==> config.mk <==
export PLATFORM = sky130hd
export DESIGN_NAME = pc_sequencer_flat
export DESIGN_NICKNAME = d
export VERILOG_FILES = /design/src/rtl/pc_sequencer_if.sv /design/src/rtl/pc_sequencer.sv /design/src/flat_wrapper.sv
export SDC_FILE = /design/constraint.sdc
export NUM_CORES = 1
export LEC_CHECK = 0
export CELL_PAD_IN_SITES_DETAIL_PLACEMENT = 1
export CELL_PAD_IN_SITES_GLOBAL_PLACEMENT = 1
export CORE_UTILIZATION = 40
export CTS_CLUSTER_DIAMETER = 30
export DETAILED_ROUTE_END_ITERATION = 6
export PLACE_DENSITY = 0.81
export REMOVE_ABC_BUFFERS = 1
export SYNTH_ARGS = -nofsm -noshare
export SYNTH_HDL_FRONTEND = slang
export SYNTH_SLANG_ARGS = --single-unit
==> constraint.sdc <==
create_clock -name clock -period 2.3 [get_ports clock]
set_clock_uncertainty 0.15 [all_clocks]
set_input_delay 0.46 -clock clock [delete_from_list [all_inputs] [get_ports clock]]
set_output_delay 0.46 -clock clock [all_outputs]
set_load 0.01 [all_outputs]
==> src/rtl/pc_sequencer_if.sv <==
// Control-unit to program-counter bundle: strobes and target in, fetch address and status out.
// ADDR_WIDTH and STACK_DEPTH must match the pc_sequencer instance they connect to.
interface pc_sequencer_if #(
    parameter int ADDR_WIDTH  = 11,
    parameter int STACK_DEPTH = 4
);
    localparam int DEPTH_W = $clog2(STACK_DEPTH + 1);

    logic                  stall;
    logic                  branch;
    logic                  call;
    logic                  ret;
    logic                  irq;
    logic                  irq_enable;
    logic                  clear_flags;
    logic [ADDR_WIDTH-1:0] target;
    logic [ADDR_WIDTH-1:0] pc;
    logic                  running;
    logic                  irq_ack;
    logic [DEPTH_W-1:0]    depth;
    logic                  overflow;
    logic                  underflow;

    modport master (
        output stall, branch, call, ret, irq, irq_enable, clear_flags, target,
        input  pc, running, irq_ack, depth, overflow, underflow
    );

    modport slave (
        input  stall, branch, call, ret, irq, irq_enable, clear_flags, target,
        output pc, running, irq_ack, depth, overflow, underflow
    );
endinterface

==> src/rtl/pc_sequencer.sv <==
// Program counter with post-reset hold window, hardware return stack and vectored irq entry.
// All state advances on the falling edge of clock.
//
// state | meaning
// HOLD  | pc pinned at RESET_VECTOR while the hold counter runs down; inputs ignored
// RUN   | one action per edge: stall > irq > ret > call > branch > increment
module pc_sequencer #(
    parameter int ADDR_WIDTH        = 11,
    parameter int RESET_VECTOR      = 0,
    parameter int IRQ_VECTOR        = 2,
    parameter int RESET_HOLD_CYCLES = 1,
    parameter int STACK_DEPTH       = 4
) (
    input logic           clock,
    input logic           reset,
    pc_sequencer_if.slave bus
);
    localparam int DEPTH_W = $clog2(STACK_DEPTH + 1);
    localparam int PTR_W   = (STACK_DEPTH > 1) ? $clog2(STACK_DEPTH) : 1;
    localparam int HOLD_W  = (RESET_HOLD_CYCLES > 0) ? $clog2(RESET_HOLD_CYCLES + 1) : 1;

    localparam logic [ADDR_WIDTH-1:0] RST_PC   = ADDR_WIDTH'(RESET_VECTOR);
    localparam logic [ADDR_WIDTH-1:0] IRQ_PC   = ADDR_WIDTH'(IRQ_VECTOR);
    localparam logic [DEPTH_W-1:0]    FULL     = DEPTH_W'(STACK_DEPTH);
    localparam logic [HOLD_W-1:0]     HOLD_LD  = HOLD_W'(RESET_HOLD_CYCLES);

    typedef enum logic {
        HOLD = 1'b0,
        RUN  = 1'b1
    } state_t;

    localparam state_t RESET_STATE = (RESET_HOLD_CYCLES == 0) ? RUN : HOLD;
    localparam logic   RESET_RUN   = (RESET_HOLD_CYCLES == 0);

    state_t                state;
    logic [HOLD_W-1:0]     hold_cnt;
    logic [ADDR_WIDTH-1:0] pc_q;
    logic                  running_q;
    logic                  irq_ack_q;
    logic [DEPTH_W-1:0]    depth_q;
    logic                  overflow_q;
    logic                  underflow_q;
    logic [ADDR_WIDTH-1:0] stack [0:(1<<PTR_W)-1];

    logic [ADDR_WIDTH-1:0] pc_inc;
    logic                  irq_take;
    logic                  do_ret;
    logic                  do_call;
    logic                  push_req;
    logic [ADDR_WIDTH-1:0] push_val;
    logic                  stack_full;
    logic                  stack_empty;
    logic [PTR_W-1:0]      push_ptr;
    logic [PTR_W-1:0]      top_ptr;

    always_comb begin
        pc_inc      = pc_q + 1'b1;
        stack_full  = (depth_q == FULL);
        stack_empty = (depth_q == '0);
        push_ptr    = PTR_W'(depth_q);
        top_ptr     = PTR_W'(depth_q - 1'b1);
        irq_take    = !bus.stall && bus.irq && bus.irq_enable;
        do_ret      = !bus.stall && !irq_take && bus.ret;
        do_call     = !bus.stall && !irq_take && !bus.ret && bus.call;
        push_req    = irq_take || do_call;
        push_val    = irq_take ? pc_q : pc_inc;
    end

    always_ff @(negedge clock or posedge reset) begin
        if (reset) begin
            state       <= RESET_STATE;
            hold_cnt    <= HOLD_LD;
            pc_q        <= RST_PC;
            running_q   <= RESET_RUN;
            irq_ack_q   <= 1'b0;
            depth_q     <= '0;
            overflow_q  <= 1'b0;
            underflow_q <= 1'b0;
            for (int i = 0; i < (1 << PTR_W); i++) begin
                stack[i] <= '0;
            end
        end else begin
            case (state)
                HOLD: begin
                    pc_q      <= RST_PC;
                    irq_ack_q <= 1'b0;
                    if (hold_cnt <= HOLD_W'(1)) begin
                        hold_cnt  <= '0;
                        state     <= RUN;
                        running_q <= 1'b1;
                    end else begin
                        hold_cnt <= hold_cnt - 1'b1;
                    end
                end
                RUN: begin
                    irq_ack_q <= irq_take;
                    // Clears are scheduled first so a same-edge set overrides them.
                    if (bus.clear_flags) begin
                        overflow_q  <= 1'b0;
                        underflow_q <= 1'b0;
                    end
                    if (push_req) begin
                        if (stack_full) begin
                            overflow_q <= 1'b1;
                        end else begin
                            stack[push_ptr] <= push_val;
                            depth_q         <= depth_q + 1'b1;
                        end
                    end
                    if (bus.stall) begin
                        pc_q <= pc_q;
                    end else if (irq_take) begin
                        pc_q <= IRQ_PC;
                    end else if (do_ret) begin
                        if (stack_empty) begin
                            pc_q        <= RST_PC;
                            underflow_q <= 1'b1;
                        end else begin
                            pc_q    <= stack[top_ptr];
                            depth_q <= depth_q - 1'b1;
                        end
                    end else if (do_call || bus.branch) begin
                        pc_q <= bus.target;
                    end else begin
                        pc_q <= pc_inc;
                    end
                end
                default: state <= RESET_STATE;
            endcase
        end
    end

    // With no hold window running must rise the moment reset releases, not a clock later.
    assign bus.running   = running_q & ~reset;
    assign bus.pc        = pc_q;
    assign bus.irq_ack   = irq_ack_q;
    assign bus.depth     = depth_q;
    assign bus.overflow  = overflow_q;
    assign bus.underflow = underflow_q;
endmodule
==> src/flat_wrapper.sv <==
// flat-port wrapper written by rule: the top's interface ports become plain ports
module pc_sequencer_flat 
#(
    parameter int ADDR_WIDTH        = 11,
    parameter int RESET_VECTOR      = 0,
    parameter int IRQ_VECTOR        = 2,
    parameter int RESET_HOLD_CYCLES = 1,
    parameter int STACK_DEPTH       = 4
)
  (clock, reset, bus_stall, bus_branch, bus_call, bus_ret, bus_irq, bus_irq_enable, bus_clear_flags, bus_target, bus_pc, bus_running, bus_irq_ack, bus_depth, bus_overflow, bus_underflow);
  pc_sequencer_if #(.ADDR_WIDTH(ADDR_WIDTH), .STACK_DEPTH(STACK_DEPTH)) bus_i ();
  input logic clock;
  input logic reset;
  input wire logic [$bits(bus_i.stall)-1:0] bus_stall;
  input wire logic [$bits(bus_i.branch)-1:0] bus_branch;
  input wire logic [$bits(bus_i.call)-1:0] bus_call;
  input wire logic [$bits(bus_i.ret)-1:0] bus_ret;
  input wire logic [$bits(bus_i.irq)-1:0] bus_irq;
  input wire logic [$bits(bus_i.irq_enable)-1:0] bus_irq_enable;
  input wire logic [$bits(bus_i.clear_flags)-1:0] bus_clear_flags;
  input wire logic [$bits(bus_i.target)-1:0] bus_target;
  output wire logic [$bits(bus_i.pc)-1:0] bus_pc;
  output wire logic [$bits(bus_i.running)-1:0] bus_running;
  output wire logic [$bits(bus_i.irq_ack)-1:0] bus_irq_ack;
  output wire logic [$bits(bus_i.depth)-1:0] bus_depth;
  output wire logic [$bits(bus_i.overflow)-1:0] bus_overflow;
  output wire logic [$bits(bus_i.underflow)-1:0] bus_underflow;
  assign bus_i.stall = bus_stall;
  assign bus_i.branch = bus_branch;
  assign bus_i.call = bus_call;
  assign bus_i.ret = bus_ret;
  assign bus_i.irq = bus_irq;
  assign bus_i.irq_enable = bus_irq_enable;
  assign bus_i.clear_flags = bus_clear_flags;
  assign bus_i.target = bus_target;
  assign bus_pc = bus_i.pc;
  assign bus_running = bus_i.running;
  assign bus_irq_ack = bus_i.irq_ack;
  assign bus_depth = bus_i.depth;
  assign bus_overflow = bus_i.overflow;
  assign bus_underflow = bus_i.underflow;
  pc_sequencer #(.ADDR_WIDTH(ADDR_WIDTH), .RESET_VECTOR(RESET_VECTOR), .IRQ_VECTOR(IRQ_VECTOR), .RESET_HOLD_CYCLES(RESET_HOLD_CYCLES), .STACK_DEPTH(STACK_DEPTH)) u_core (.clock(clock), .reset(reset), .bus(bus_i));
endmodule
Yosys cells after proc, flatten, opt, wreduce, memory -nomap -nowiden. Cells that the tools add are included.

ROM bits: 0. Memories: 0. Bits in latches: 0. Logic and storage cells: 74. Bits in writable memories: 0. Flip-flop bits (word level): 64. Bits of input ports: 20.

Reductions and logical operators: 15. Equality and inequality tests: 2. Add/sub/neg operators: 4. Magnitude comparators: 4. Shift operators: 0. Div/mod/pow operators: 0. Muxes and demuxes: 31. Bitwise gates (word level): 6. Multipliers: 0.

Operator list (number): $mux W11 (9); $bwmux W44 (1); $bmux W11 S2 (1); $demux W11 S2 (1); $pmux W11 S2 (1); $mux W3 (6); $add A11 B1 Y11 const B (1); $mux W1 (11); $logic_and A1 B1 Y1 (7); $ge A3 B3 Y1 const B (2); $not A2 Y3 (2); $add A3 B1 Y3 const B (1); $eq A3 B3 Y1 const B (1); $logic_not A1 Y1 (3); $logic_not A3 Y1 (1); $lt A3 B1 Y1 const B (1); $not A1 Y1 (3); $reduce_and A3 Y1 (1); $sub A3 B1 Y3 const B (1); $logic_or A1 B1 Y1 (2); $ne A2 B2 Y1 const B (1); $pmux W1 S2 (1); $reduce_and A2 Y1 (1); $and A1 B1 Y1 (1); 2 further kinds (2).

Logic depth before layout (Yosys ltp).
Depth after elaboration: 13. Gate-level depth with buffers: 9. Gate-level depth less buffers: 6.

==> flow_metrics.tcl <==
set metrics [dict create \
    worst_path_dominant_cell_family "buffers and inverters" \
    grt_first_pass_wirelength_um 22800 \
    port_buffers 37 \
    worst_ir_drop_vdd_mv 0.541 \
    pin_slew_with_the_least_headroom_to_its_limit_ns 0.592 \
    syn_area_um2 3440 \
    worst_hold_path_type "reg -> reg" \
    wl_per_cell_um 28.8 \
    die_footprint_um2 8980 \
    insertedDiodeCount 0 \
    synth_edf_count 0 \
    die_h_um 94.8 \
    clk-insertion-delay-late_ns 0.34 \
    worstPathMaxFanout 7 \
    cts.htree.levels 3 \
    worstPathCellList "buf_12 -> buf_12 -> a21oi_4 -> buf_6 -> buf_6 -> nand4_1 -> buf_4 -> a21oi_1 -> o21ba_4" \
    synth_top_cell_area_share_pct 45.8 \
    crit_path_top_delay_cell "sky130_fd_sc_hd__a21oi_1" \
    clock_tree.root_cell "sky130_fd_sc_hd__clkbuf_8" \
    critPathCaptureType "flop" \
    critical_path.reg2reg.endpoint "u_core.stack[35]" \
    syn_inst 340 \
    cts_sinks 63 \
    drt_first_pass_iters 4 \
    detailedPlacementHpwl_um 7460 \
    worst_setup_hold_path_clk_slew_ns 0.05 \
    floorplan.io_pins 38 \
    cp.buffers_inverters 5 \
    power-per-cell-area_nw_per_um2 902 \
    reg2regPathDepth 9 \
    cts_buffers 9 \
    drc 0 \
    core_um2 8260 \
    clock_tree.buffer_depth 2 \
    pnr_worst_setup_slack_ns -0.472 \
    worst_hold_path.num_cells 1 \
    ys_async_sr_fraction_pct 100 \
    grt_max_degree 35 \
    run_status "complete, but fails checks" \
    sw_frac_of_total_pct 38.6 \
    most_used_standard_cell_by_instance_count_after_synthesis "sky130_fd_sc_hd__dfrtn_1" \
    total_power_uw 5140 \
    power.leakage_uw 0.00239 \
    detail_route.vias_per_cell 6.27 \
    grt_setup_unrepaired "true" \
    hold_path_end "u_core.running_q" \
    vias 3541 \
    globalplace.congestion 0.914 \
    finalHoldViolations 0 \
    grt_usage_pct 36.5 \
    syn2layout_area_growth_pct 65.6 \
    start_util_pct 41.7 \
    first_global_vias 3856 \
    switchingPower_uw 1990 \
    global_route_congestion_overflow_total 0 \
    setup_viol 78 \
    synth-seq-area-share_pct 45.8 \
    area_of_the_multi_input_gates_um2 2410 \
    drv.max_cap_violation_count 0 \
    synth.top_cells.by_count "sky130_fd_sc_hd__dfrtn_1 (63), sky130_fd_sc_hd__nand2_1 (43), sky130_fd_sc_hd__o21ai_0 (29)" \
    worst_setup_sp_type "input port" \
    tritoncts_clock_tree "done" \
    min-delay-start "u_core.running_q" \
    pwr-share-seq_pct 32.5 \
    n_fill_cell 809 \
    max_slew_margin_pct 60.2 \
    yosysWarningCount 0 \
    sequential_cell_area_um2 1580 \
    final_max_slew_viol_count 0 \
    timing.reg2reg.setup_slack_ns -0.36 \
    postSynthRegisterBits 63 \
    cell_internal_pwr_uw 3150 \
    rows 33 \
    data_arrival_time_of_the_critical_path_ns 1.86 \
    ys_top_cells_by_area "sky130_fd_sc_hd__dfrtn_1 (46%), sky130_fd_sc_hd__mux4_2 (7.2%), sky130_fd_sc_hd__nand2_1 (4.7%), sky130_fd_sc_hd__o21ai_0 (4.2%), sky130_fd_sc_hd__o21ai_1 (3.2%)" \
    synth_area_leader_cell "sky130_fd_sc_hd__dfrtn_1" \
    worst_hold_slack_ns 0.274 \
    power.clock.fraction_pct 22.2 \
    rr_startpoint "u_core.bus.depth[0]" \
    synthesis.area_per_instance_um2 10.1 \
    synthFlopType "sky130_fd_sc_hd__dfrtn_1" \
    final_antenna_net_count 0 \
    finish.net_count 481 \
    violations "negative setup slack" \
    comb_power_share_pct 45.3 \
    drive_gt1_share_pct 54.3 \
    timing.setup.critical_path_class "in -> reg" \
    antenna_found_initial 0 \
    ctsHoldBuffers 0 \
    routed_wirelength_um 16300 \
    die_w_um 94.8 \
    worst_ep_required_time_ns 1.39 \
    max_stage_delay_ns 0.25 \
    synth_cell_types 54 \
    drt_first_iter_violations 256 \
]
==> flip-flops by register name, summed over array words and instances, names as in the netlist <==
signal	count
u_core.stack	44
u_core.bus.pc	11
u_core.bus.depth	3
u_core.bus.irq_ack	1
u_core.bus.overflow	1
u_core.bus.underflow	1
u_core.running_q	1
u_core.state	1
==> power groups by stage <==
stage	Clock, µW	Combinational [µW]	Sequential (µW)
after floorplan	0	853	1690
after global routing	1170	2440	1690
after detailed placement	0	1690	1620
after global placement	0	1620	1600
after CTS	1120	2000	1620
final	1140	2330	1670
==> logic make-up after synthesis <==
logic type | share of synthesized area (%)
other | 0.109
AND/OR/NAND/NOR | 16.1
multiplexers | 8.94
AO/OA/AOI/OAI | 18.5
flip-flops | 45.8
XOR/XNOR | 3.56
adder cells (fa/ha/maj) | 2.18
buffers and inverters | 4.83
==> metal layers <==
| layer | vias up | global-route usage [%] | wire (µm) |
|---|---|---|---|
| li1 | 1462 | - | - |
| met1 | 1833 | 40.0 | 5860 |
| met2 | 175 | 65.9 | 8630 |
| met3 | 71 | 7.41 | 985 |
| met4 | 0 | 18.9 | 801 |
| met5 | - | 0 | 0 |
==> through the flow <==
| step | cell area, µm² | setup TNS (ns) | setup WS, ns | cells | utilization, % |
|---|---|---|---|---|---|
| after floorplan | 3310 | -102.05 | -0.933 | 316 | - |
| after global placement | 4260 | -76.26 | -1.22 | 506 | 51.6 |
| after detailed placement | 4260 | -80.53 | -1.33 | 506 | 51.6 |
| after CTS | 5360 | -21.91 | -0.453 | 553 | 65.0 |
| after global routing | 5700 | -27.92 | -0.476 | 565 | 69.0 |
| final | 5700 | -26.64 | -0.472 | 565 | 69.0 |
==> area by class of cell <==
| class | count | area share, % |
|---|---|---|
| clock buffer | 11 | 2.48 |
| clock inverter | 5 | 1.43 |
| inverter | 10 | 0.746 |
| multi-input combinational | 243 | 42.2 |
| sequential | 63 | 27.7 |
| tap | 105 | 2.30 |
| timing repair buffer | 128 | 23.2 |
==> worst register-to-register path, delay by kind of cell (launching register included) <==
kind                       cells  cell delay (ns)
AOI/OAI and AO/OA              2             0.19
adders and majority gates      1             0.28
buffers and inverters          4             0.75
DFF                            1             0.42
and+or+nand+nor                2             0.69
==> repair_timing <==
item	CTS	global route
cloned	4	0
setup buffers	28	13
resized for setup	252	61
pin swaps	77	43
endpoints found under the setup margin	79	78
==> cells in the final DEF, fill, tap and decap left out, drive strengths merged, types with 3 or more instances in the layout <==
cell,count
a21boi,3
a21o,3
a21oi,17
a22oi,9
buf,114
clkbuf,11
clkdlybuf4s50,12
clkinv,3
dfrtn,63
ha,6
inv,9
mux2i,6
mux4,11
nand2,43
nand2b,3
nand3,7
nand4,5
nor2,15
nor3,9
nor4,7
o2111ai,4
o21ai,51
xnor2,12
==> worst max-delay path by stage <==
stage,startpoint,to,slack (ns),cells after the start
floorplan,bus_irq,u_core.stack[0],-0.93,3
global placement,bus_irq_enable,u_core.stack[25],-1.22,5
detailed placement,bus_irq_enable,u_core.stack[3],-1.33,5
CTS,u_core.running_q,bus_running,-0.45,2
global route,u_core.running_q,bus_running,-0.48,2
finish,bus_stall,u_core.bus.depth[2],-0.47,9
(Power assumes the default switching activity.)
